[config.mk]
export PLATFORM = sky130hd
export DESIGN_NAME = mmss_updown_timer_flat
export DESIGN_NICKNAME = d
export VERILOG_FILES = /design/src/rtl/mmss_updown_timer_if.sv /design/src/rtl/mmss_updown_timer.sv /design/src/flat_wrapper.sv
export SDC_FILE = /design/constraint.sdc
export NUM_CORES = 1
export LEC_CHECK = 0
export CORE_ASPECT_RATIO = 1.2
export CORE_UTILIZATION = 35
export DETAILED_ROUTE_END_ITERATION = 7
export DONT_BUFFER_PORTS = 1
export PLACE_DENSITY = 0.45
export SYNTH_ARGS = -nofsm -noshare
export SYNTH_HDL_FRONTEND = slang
export SYNTH_SLANG_ARGS = --single-unit
[constraint.sdc]
create_clock -name clock_sig -period 6.1 [get_ports clock_sig]
set_clock_uncertainty 0.1 [all_clocks]
set_input_delay 0.915 -clock clock_sig [delete_from_list [all_inputs] [get_ports clock_sig]]
set_output_delay 0.915 -clock clock_sig [all_outputs]
set_load 0.01 [all_outputs]
[src/rtl/mmss_updown_timer_if.sv]
// Control inputs and display/status outputs of the MM:SS up/down timer.
interface mmss_updown_timer_if;
    logic       OnOff_sig;
    logic       mode_sig;
    logic       load_sig;
    logic [7:0] load_min;
    logic [7:0] load_sec;
    logic       lap_sig;
    logic [6:0] hex0;
    logic [6:0] hex1;
    logic [6:0] hex2;
    logic [6:0] hex3;
    logic       tick_sig;
    logic       wrap_sig;
    logic       done_sig;

    modport master (
        output OnOff_sig, mode_sig, load_sig, load_min, load_sec, lap_sig,
        input  hex0, hex1, hex2, hex3, tick_sig, wrap_sig, done_sig
    );

    modport slave (
        input  OnOff_sig, mode_sig, load_sig, load_min, load_sec, lap_sig,
        output hex0, hex1, hex2, hex3, tick_sig, wrap_sig, done_sig
    );
endinterface

[src/rtl/mmss_updown_timer.sv]
// MM:SS up/down timer: prescaled BCD counter with preset load, lap freeze,
// expiry flag and four seven-segment digit outputs. Single clock domain.
module mmss_updown_timer #(
    parameter int CLK_DIV        = 50_000_000,
    parameter int MAX_MIN        = 59,
    parameter bit SEG_ACTIVE_LOW = 1'b1
) (
    input  logic                clock_sig,
    input  logic                reset_sig,
    mmss_updown_timer_if.slave  bus
);
    localparam int              PW       = $clog2(CLK_DIV);
    localparam logic [PW-1:0]   PRE_LAST = PW'(CLK_DIV - 1);
    localparam logic [3:0]      MAX_M1   = 4'(MAX_MIN / 10);
    localparam logic [3:0]      MAX_M0   = 4'(MAX_MIN % 10);

    typedef enum logic [1:0] {STOPPED, RUNNING, EXPIRED} state_t;
    typedef struct packed {
        logic [3:0] m1;
        logic [3:0] m0;
        logic [3:0] s1;
        logic [3:0] s0;
    } mmss_t;

    state_t        state, state_nxt;
    logic [PW-1:0] presc;
    mmss_t         cnt, cnt_up, cnt_dn, cnt_ld, hcnt, disp;
    logic          hold, tick_q, wrap_q;
    logic          run_en, pre_last, is_zero, is_one, at_max, step;
    logic [7:0]    ld_min_val;

    function automatic logic [6:0] seg7(input logic [3:0] d);
        logic [6:0] p;
        case (d)
            4'd0:    p = 7'h3F;
            4'd1:    p = 7'h06;
            4'd2:    p = 7'h5B;
            4'd3:    p = 7'h4F;
            4'd4:    p = 7'h66;
            4'd5:    p = 7'h6D;
            4'd6:    p = 7'h7D;
            4'd7:    p = 7'h07;
            4'd8:    p = 7'h7F;
            4'd9:    p = 7'h6F;
            default: p = 7'h00;
        endcase
        return SEG_ACTIVE_LOW ? ~p : p;
    endfunction

    // Step qualification; a down step from 00:00 is suppressed, load pre-empts a step.
    always_comb begin
        run_en   = (state == RUNNING) && bus.OnOff_sig;
        pre_last = (presc == PRE_LAST);
        is_zero  = (cnt == 16'h0000);
        is_one   = (cnt == 16'h0001);
        at_max   = (cnt == {MAX_M1, MAX_M0, 4'd5, 4'd9});
        step     = run_en && pre_last && !bus.load_sig && !(bus.mode_sig && is_zero);
    end

    // Next count for an up step: BCD ripple with MAX_MIN:59 -> 00:00 wrap.
    always_comb begin
        cnt_up = cnt;
        if (at_max) begin
            cnt_up = '0;
        end else if (cnt.s0 != 4'd9) begin
            cnt_up.s0 = cnt.s0 + 4'd1;
        end else begin
            cnt_up.s0 = 4'd0;
            if (cnt.s1 != 4'd5) begin
                cnt_up.s1 = cnt.s1 + 4'd1;
            end else begin
                cnt_up.s1 = 4'd0;
                if (cnt.m0 != 4'd9) begin
                    cnt_up.m0 = cnt.m0 + 4'd1;
                end else begin
                    cnt_up.m0 = 4'd0;
                    cnt_up.m1 = cnt.m1 + 4'd1;
                end
            end
        end
    end

    // Next count for a down step: BCD borrow chain (never used from 00:00).
    always_comb begin
        cnt_dn = cnt;
        if (cnt.s0 != 4'd0) begin
            cnt_dn.s0 = cnt.s0 - 4'd1;
        end else begin
            cnt_dn.s0 = 4'd9;
            if (cnt.s1 != 4'd0) begin
                cnt_dn.s1 = cnt.s1 - 4'd1;
            end else begin
                cnt_dn.s1 = 4'd5;
                if (cnt.m0 != 4'd0) begin
                    cnt_dn.m0 = cnt.m0 - 4'd1;
                end else begin
                    cnt_dn.m0 = 4'd9;
                    cnt_dn.m1 = cnt.m1 - 4'd1;
                end
            end
        end
    end

    // Preset value; an out-of-range field saturates as a whole to its maximum.
    always_comb begin
        cnt_ld     = {bus.load_min, bus.load_sec};
        ld_min_val = 8'(bus.load_min[7:4]) * 8'd10 + 8'(bus.load_min[3:0]);
        if (bus.load_sec[7:4] > 4'd5 || bus.load_sec[3:0] > 4'd9) begin
            cnt_ld.s1 = 4'd5;
            cnt_ld.s0 = 4'd9;
        end
        if (bus.load_min[7:4] > 4'd9 || bus.load_min[3:0] > 4'd9 ||
            ld_min_val > 8'(MAX_MIN)) begin
            cnt_ld.m1 = MAX_M1;
            cnt_ld.m0 = MAX_M0;
        end
    end

    // Datapath: prescaler, count, lap hold and registered step pulses.
    always_ff @(posedge clock_sig or posedge reset_sig) begin
        if (reset_sig) begin
            presc  <= '0;
            cnt    <= '0;
            hcnt   <= '0;
            hold   <= 1'b0;
            tick_q <= 1'b0;
            wrap_q <= 1'b0;
        end else begin
            tick_q <= step;
            wrap_q <= step && !bus.mode_sig && at_max;
            if (bus.load_sig) begin
                cnt   <= cnt_ld;
                presc <= '0;
                hold  <= 1'b0;
            end else begin
                if (run_en)
                    presc <= pre_last ? '0 : presc + PW'(1);
                if (step)
                    cnt <= bus.mode_sig ? cnt_dn : cnt_up;
                // Capture uses the pre-edge count, so a coincident step is not seen.
                if (bus.lap_sig) begin
                    hold <= !hold;
                    if (!hold)
                        hcnt <= cnt;
                end
            end
        end
    end

    // State register.
    always_ff @(posedge clock_sig or posedge reset_sig) begin
        if (reset_sig) state <= STOPPED;
        else           state <= state_nxt;
    end

    // Next-state logic.
    always_comb begin
        state_nxt = state;
        case (state)
            STOPPED: if (bus.OnOff_sig && !(bus.mode_sig && is_zero)) state_nxt = RUNNING;
            RUNNING: begin
                if (!bus.OnOff_sig)                       state_nxt = STOPPED;
                else if (step && bus.mode_sig && is_one) state_nxt = EXPIRED;
            end
            EXPIRED: if (bus.load_sig || !bus.mode_sig) state_nxt = STOPPED;
            default: state_nxt = STOPPED;
        endcase
    end

    // Outputs: decoded display (held or live) and status flags.
    always_comb begin
        disp         = hold ? hcnt : cnt;
        bus.hex0     = seg7(disp.s0);
        bus.hex1     = seg7(disp.s1);
        bus.hex2     = seg7(disp.m0);
        bus.hex3     = seg7(disp.m1);
        bus.tick_sig = tick_q;
        bus.wrap_sig = wrap_q;
        bus.done_sig = (state == EXPIRED);
    end
endmodule

[src/flat_wrapper.sv]
// flat-port wrapper written by rule: the top's interface ports become plain ports
module mmss_updown_timer_flat 
#(
    parameter int CLK_DIV        = 50_000_000,
    parameter int MAX_MIN        = 59,
    parameter bit SEG_ACTIVE_LOW = 1'b1
)
  (clock_sig, reset_sig, bus_OnOff_sig, bus_mode_sig, bus_load_sig, bus_load_min, bus_load_sec, bus_lap_sig, bus_hex0, bus_hex1, bus_hex2, bus_hex3, bus_tick_sig, bus_wrap_sig, bus_done_sig);
  mmss_updown_timer_if bus_i ();
  input  logic clock_sig;
  input  logic reset_sig;
  input wire logic [$bits(bus_i.OnOff_sig)-1:0] bus_OnOff_sig;
  input wire logic [$bits(bus_i.mode_sig)-1:0] bus_mode_sig;
  input wire logic [$bits(bus_i.load_sig)-1:0] bus_load_sig;
  input wire logic [$bits(bus_i.load_min)-1:0] bus_load_min;
  input wire logic [$bits(bus_i.load_sec)-1:0] bus_load_sec;
  input wire logic [$bits(bus_i.lap_sig)-1:0] bus_lap_sig;
  output wire logic [$bits(bus_i.hex0)-1:0] bus_hex0;
  output wire logic [$bits(bus_i.hex1)-1:0] bus_hex1;
  output wire logic [$bits(bus_i.hex2)-1:0] bus_hex2;
  output wire logic [$bits(bus_i.hex3)-1:0] bus_hex3;
  output wire logic [$bits(bus_i.tick_sig)-1:0] bus_tick_sig;
  output wire logic [$bits(bus_i.wrap_sig)-1:0] bus_wrap_sig;
  output wire logic [$bits(bus_i.done_sig)-1:0] bus_done_sig;
  assign bus_i.OnOff_sig = bus_OnOff_sig;
  assign bus_i.mode_sig = bus_mode_sig;
  assign bus_i.load_sig = bus_load_sig;
  assign bus_i.load_min = bus_load_min;
  assign bus_i.load_sec = bus_load_sec;
  assign bus_i.lap_sig = bus_lap_sig;
  assign bus_hex0 = bus_i.hex0;
  assign bus_hex1 = bus_i.hex1;
  assign bus_hex2 = bus_i.hex2;
  assign bus_hex3 = bus_i.hex3;
  assign bus_tick_sig = bus_i.tick_sig;
  assign bus_wrap_sig = bus_i.wrap_sig;
  assign bus_done_sig = bus_i.done_sig;
  mmss_updown_timer #(.CLK_DIV(CLK_DIV), .MAX_MIN(MAX_MIN), .SEG_ACTIVE_LOW(SEG_ACTIVE_LOW)) u_core (.clock_sig(clock_sig), .reset_sig(reset_sig), .bus(bus_i));
endmodule
==> results of run 1 <==
routing by layer:
metal  vias to the layer above  GRT usage [%]  share of wire (%)
met1                      1980           21.0                 46
met4                         0           9.68                2.8
met5                         -              0                  0
met2                        53           28.4                 49
met3                        20           2.96                2.5
li1                       2082              -                  -
placed cells by master (no fill, tap or decap), types with 5 or more instances in the layout:
master / netlist / final
inv_1: 32 / 31
nor3_1: 15 / 15
xnor2_1: 6 / 6
and4_1: 6 / 6
ha_1: 41 / 41
nor2b_1: 7 / 7
mux2i_1: 35 / 35
nand2b_1: 6 / 6
a21oi_1: 40 / 40
xor2_1: 20 / 20
o22ai_1: 6 / 6
o21ai_0: 42 / 42
nand4_1: 9 / 9
nand3b_1: 10 / 10
or3_1: 7 / 7
a31oi_1: 9 / 9
clkbuf_16: 0 / 9
o211ai_1: 5 / 5
nor2_1: 55 / 55
dfrtp_1: 63 / 63
nand2_1: 59 / 59
nand3_1: 19 / 19
power by group through the flow:
stage          sequential (W)  combinational, W  clock (W)
4_1_cts              0.000489          0.000346   0.000565
2_1_floorplan        0.000472          0.000307          0
6_report             0.000489          0.000340   0.000549
3_5_place_dp         0.000496          0.000345          0
3_3_place_gp         0.000496          0.000338          0
5_1_grt              0.000496          0.000388   0.000578
per-stage QoR:
stage | total power (W) | util [%]
finish | 0.00138 | 39.2
global route | 0.00146 | 39.2
CTS | 0.00140 | 39.2
detailed placement | 0.000841 | 37.0
global placement | 0.000834 | 37.0
floorplan | 0.000778 | -
area by class of cell:
cell class | count | area [um2] | area share, %
clock inverters | 7 | 87.6 | 1.61
clock buffers | 9 | 225 | 4.14
flip-flops and latches | 63 | 1580 | 28.9
inverters | 32 | 120 | 2.21
well taps | 171 | 214 | 3.93
multi-input cells | 467 | 3220 | 59.0
repair buffers | 1 | 7.51 | 0.138
state kept, by name, summed over array words and instances, names as in the netlist:
signal and flops:
u_core.state 2, u_core.cnt 16, u_core.bus.wrap_sig 1, u_core.bus.tick_sig 1, u_core.hold 1, u_core.hcnt 16
u_core.presc 26
worst min-delay path, delay by kind of cell, from the launching register on:
family          cells  cell delay (ns)
compound gates      1             0.06
simple gates        1             0.05
flops               1             0.34
worst min path at each step:
stage                    from        endpoint  slack, ns  depth (start not counted)
4_1_cts        u_core.hcnt[0]  u_core.hcnt[0]       0.38                          2
3_3_place_gp   u_core.hcnt[9]  u_core.hcnt[9]       0.36                          2
6_report       u_core.hcnt[6]  u_core.hcnt[6]       0.38                          2
2_1_floorplan  u_core.hcnt[0]  u_core.hcnt[0]       0.35                          2
5_1_grt        u_core.hcnt[5]  u_core.hcnt[5]       0.40                          2
3_5_place_dp   u_core.hcnt[0]  u_core.hcnt[0]       0.37                          2
kinds of logic (layout without fill, tap and decap cells):
| logic type | Yosys count | in the layout |
|---|---|---|
| compound gates | 135 | 135 |
| xor+xnor | 26 | 26 |
| fa+ha+maj | 44 | 44 |
| buf+inv | 58 | 49 |
| flops | 63 | 63 |
| mux | 40 | 40 |
| simple gates | 222 | 222 |
==> metrics, run 1 <==
top cells by count, synth 63 x dfrtp_1, 59 x nand2_1, 55 x nor2_1; reg-to-reg endpoint u_core.cnt[13]; syn avg cell area 8.53 um2; YS warnings 0; CP Capture Type output port; Tightest Pin Transition 1.05 ns; Synth Area in Compound Gates 16.5%; Synth Area in XOR/XNOR 4.54%; fraction of layout cells with a size suffix above 1 5.87%; clock slew at reported path FFs 0.05 ns; cell taking the most area after synthesis dfrtp_1; Fmax 254 MHz; starting density of the core 36.2%; Synth Area in Simple Gates 23.5%; crit-path max cell delay 1.03 ns; final cycle utilization of the critical path 64.5%; Sum Neg Setup Slack 0 ns; Post-Synth Adder-Cell Area 11.2%; crit path kind reg -> out; max_cap viols 0; Clock Power Share 39.8%; main combinational cell family by area after synthesis simple AND/OR/NAND/NOR gates; Syn Nets 653; Worst Path Arrival 2.92 ns; fin area 5450 um2; Rows 47; initial antenna violation count 0; DRT antenna net count 0; area growth from synthesis to layout 8.55%; post-route worst setup slack 2.16 ns; CP cell instances mux2i_1, inv_1, nor3_1, nor2_1; Ports 53; multiplexer share of the synthesized area 8.33%; worst setup path end bus_hex0[2]; initial DRC count 215; clk buf depth 2; CTS tree yes; maximum vdd drop 0.0960 mV; CTS root buffer clkbuf_16; Layout Cells excl Fill 750; number of global-route vias before repair 4,012; most common cell in the netlist dfrtp_1; Hold Path Class reg -> reg; reg2reg setup slack 2.95 ns; routed vias/inst 5.51; 1st-pass router iterations 6; Fin. Hold Viols 0; placed inst area 5130 um2; power per cell area 253 nW/um2; CTS Buf Count 9; largest cells by area after synthesis dfrtp_1 31%, ha_1 10%, mux2i_1 7.0%; combinational share of power 24.7%; launch point of the worst path u_core.hold; first-pass GRT wire length 20,100 um; worst skew pair latency 0.35 ns; GRT Residual Overflow 0; Clock Sinks 63; Internal 0.000930 W; Buf/Inv on CP 1; routability cong. 0.781; # resized after CTS 0; mapped cell area 5020 um2; Leakage 2.39 nW; switch share 32.5%; CP Max Fanout 21; sequential share of power 35.5%; Slew HR 30.0%; routed length per placed instance 15.7 um; Core Footprint 13,900 um2; hold_buf cts 0; post-synthesis cell count 588; Die Wd 111 um; Post-CTS Setup Repair Bufs 0; dpl hpwl 8670 um; Fin Hold WS 0.377 ns; switching power total 0.000448 W; #FFs+latches synth 63; sequential fraction of the synthesis area 31.4%; die area 14,800 um2; status complete, but fails checks; # setup viols final 0; GRT Util Overall 17.1%; Vias 4,135; largest net degree at the start of global routing 64; pre-CTS setup slack 2.28 ns; Reg2Reg Depth 8; post-layout net count 639; Post-synth EDFFs 0; area fraction of the dominant cell type after synthesis 31.4%; ANT cells 0; failing checks DRC; WP depth 4; most used flip-flop cell after synthesis dfrtp_1; Final Critical Period 3.94 ns; CP required 5.08 ns; DRC viols 2; placed cell count 734; Port-buffer cells 0; CTS H-tree lvls 3; Critical Path Source Type flop; CP max-delay cell dfrtp_1; CP delay by family, top flip-flops; RSZ-0062 raised after global routing false; die span in y 133 um; Fill cells 1,455; Async SR Flop Fraction 100%; Netlist cell types 66; Routed WL 11,800 um; worst r2r src u_core.cnt[8]; max-slew violations 0
Power figures use the tool's default switching activity.
==> inputs of run 2 (changes only) <==
--- a/config.mk
+++ b/config.mk
@@ -9,7 +9,7 @@
 export CORE_UTILIZATION = 35
 export DETAILED_ROUTE_END_ITERATION = 7
 export DONT_BUFFER_PORTS = 1
-export PLACE_DENSITY = 0.45
+export PLACE_DENSITY = 0.47
 export SYNTH_ARGS = -nofsm -noshare
 export SYNTH_HDL_FRONTEND = slang
 export SYNTH_SLANG_ARGS = --single-unit
==> constraint.sdc (replaced) <==
create_clock -name clock_sig -period 3.43 [get_ports clock_sig]
set_clock_uncertainty 0.1 [all_clocks]
set_input_delay 0.5145 -clock clock_sig [delete_from_list [all_inputs] [get_ports clock_sig]]
set_output_delay 0.5145 -clock clock_sig [all_outputs]
set_load 0.01 [all_outputs]
==> metrics, run 2 (same netlist as run 1, synthesis figures left out) <==
Critical Path Source Type input pin; Largest regs u_core.presc (26), u_core.cnt (16), u_core.hcnt (16); Post-CTS Setup Repair Bufs 0 (unchanged); max_cap viols 0 (unchanged); Fin. Hold Viols 0 (unchanged); Worst Path Arrival 3.16 ns (+0.24 ns); final cycle utilization of the critical path 88.6%; CTS Buf Count 9 (unchanged); routed vias/inst 5.52 (about the same); combinational share of power 27.4% (+2.7 points); sequential share of power 36.7% (+1.2 points); routability cong. 0.843 (+7.9%); reg2reg setup slack 0.65 ns (-2.30 ns); pre-CTS setup slack 0.0580 ns (-2.22 ns); power per cell area 426 nW/um2 (+68%); # resized after CTS 0 (unchanged); Final Critical Period 3.04 ns; GRT Residual Overflow 0 (unchanged); Port-buffer cells 0 (unchanged); fin util 39.5% (+0.29 points); Core Footprint 13,900 um2 (unchanged); crit path kind in -> reg; CP Max Fanout 5 (-76%); hold_buf cts 0 (unchanged); clk buf depth 2 (unchanged); Clock Sinks 63 (unchanged); routed wl met3 356 um (+22%); number of global-route vias before repair 4,193 (+4.5%); # setup viols final 0 (unchanged); Leakage 2.42 nW (+1.3%); Routed WL 12,000 um (+1.7%); most frequent cells in the layout 63 x dfrtp_1, 59 x nand2_1, 55 x nor2_1; Sum Neg Setup Slack 0 ns (unchanged); initial DRC count 181 (-16%); die area 14,800 um2 (unchanged); Reg2Reg Depth 8 (unchanged); 1st-pass router iterations 4 (-2); CP required 3.55 ns (-1.53 ns); area growth from synthesis to layout 9.35%; Vias 4,182 (+1.1%); first-pass GRT wire length 20,800 um (+3.4%); Die Wd 111 um (unchanged); DRC viols 0 (-2); dpl hpwl 8900 um (+2.6%); Ports 53 (unchanged); clock slew at reported path FFs 0.05 ns (about the same); Clock Power Share 35.9% (-3.9 points); Rows 47 (unchanged); routed length per placed instance 15.8 um (+0.60%); max reg flops 26 (unchanged); switching power total 0.000779 W (+74%); fraction of layout cells with a size suffix above 1 6.81% (+0.94 points); Internal 0.00156 W (+68%); DR top layer met4; starting density of the core 36.2% (unchanged); CTS H-tree lvls 3 (unchanged); Fmax 329 MHz; GRT Util Overall 17.3% (+0.17 points); register with the most flip-flops u_core.presc; placed inst area 5220 um2 (+1.7%); worst setup path end u_core.cnt[11]; placed cell count 744 (+1.4%); launch point of the worst path bus_load_min[5]; reg-to-reg endpoint u_core.cnt[13]; ANT cells 0 (unchanged); maximum vdd drop 0.196 mV (+100%); commonest non-fill, non-tap cell in the layout dfrtp_1; met2 wire len 6000 um (+3.9%); worst r2r src u_core.cnt[8]; Fill cells 1,460 (+0.34%); DRT antenna net count 0 (unchanged); initial antenna violation count 0 (unchanged); post-layout net count 649 (+1.6%); status finished clean; RSZ-0062 raised after global routing false; max-slew violations 0 (unchanged); Tightest Pin Transition 0.876 ns (-0.175 ns); DRT met1 WL 5320 um (-0.93%); fin area 5490 um2 (+0.74%); Slew HR 41.5% (+11 points); Layout Cells excl Fill 758 (+1.1%); worst skew pair latency 0.33 ns (-0.02 ns); CTS tree yes; post-route worst setup slack 0.389 ns (-1.77 ns); largest net degree at the start of global routing 38 (-41%); switch share 33.3% (+0.77 points); CTS root buffer clkbuf_16; Hold Path Class in -> async; CP Capture Type flop; die span in y 133 um (unchanged)
## run 2: routing by layer
metal	global-route usage (%)	up-vias
met2	30.5	60
met1	20.9	1999
met3	3.14	23
li1	-	2100
met5	0	-
met4	6.38	0
## run 2: area by class of cell
| cell class | count | area (um2) | share of cell area (%) |
|---|---|---|---|
| clock buffer | 13 | 260 | 4.74 |
| clock inverter | 1 | 5.00 | 0.0912 |
| inverter | 32 | 120 | 2.19 |
| multi-input combinational | 467 | 3220 | 58.6 |
| sequential | 63 | 1580 | 28.7 |
| tap | 171 | 214 | 3.90 |
| timing repair buffer | 11 | 95.1 | 1.73 |
## run 2: worst min-delay path by stage
stage	to	cells after the start	from
detailed placement	u_core.hcnt[9]	2	u_core.hcnt[9]
global placement	u_core.hcnt[9]	2	u_core.hcnt[9]
CTS	u_core.bus.tick_sig	1	reset_sig
global route	u_core.bus.tick_sig	1	reset_sig
floorplan	u_core.hcnt[0]	2	u_core.hcnt[0]
finish	u_core.bus.tick_sig	1	reset_sig
## run 2: through the flow
stage | hold slack, ns | power [W]
floorplan | 0.350 | 0.00138
global placement | 0.362 | 0.00150
detailed placement | 0.370 | 0.00152
CTS | 0.0627 | 0.00237
global route | 0.0848 | 0.00250
finish | 0.0302 | 0.00234
## run 2: power groups by stage
stage | combinational [W] | clock (W) | sequential [W]
3_5_place_dp | 0.000645 | 0 | 0.000872
5_1_grt | 0.000733 | 0.000895 | 0.000871
3_3_place_gp | 0.000630 | 0 | 0.000871
4_1_cts | 0.000648 | 0.000863 | 0.000859
2_1_floorplan | 0.000545 | 0 | 0.000839
6_report | 0.000640 | 0.000839 | 0.000859
## run 2: critical path, stage by stage
cell,delay (ns)
ha_1,0.29
ha_1,0.20
fa_1,0.50
a21bo_1,0.20
a2111oi_0,0.09
maj3_1,0.36
o21a_1,0.19
or4_4,0.56
o31a_1,0.25
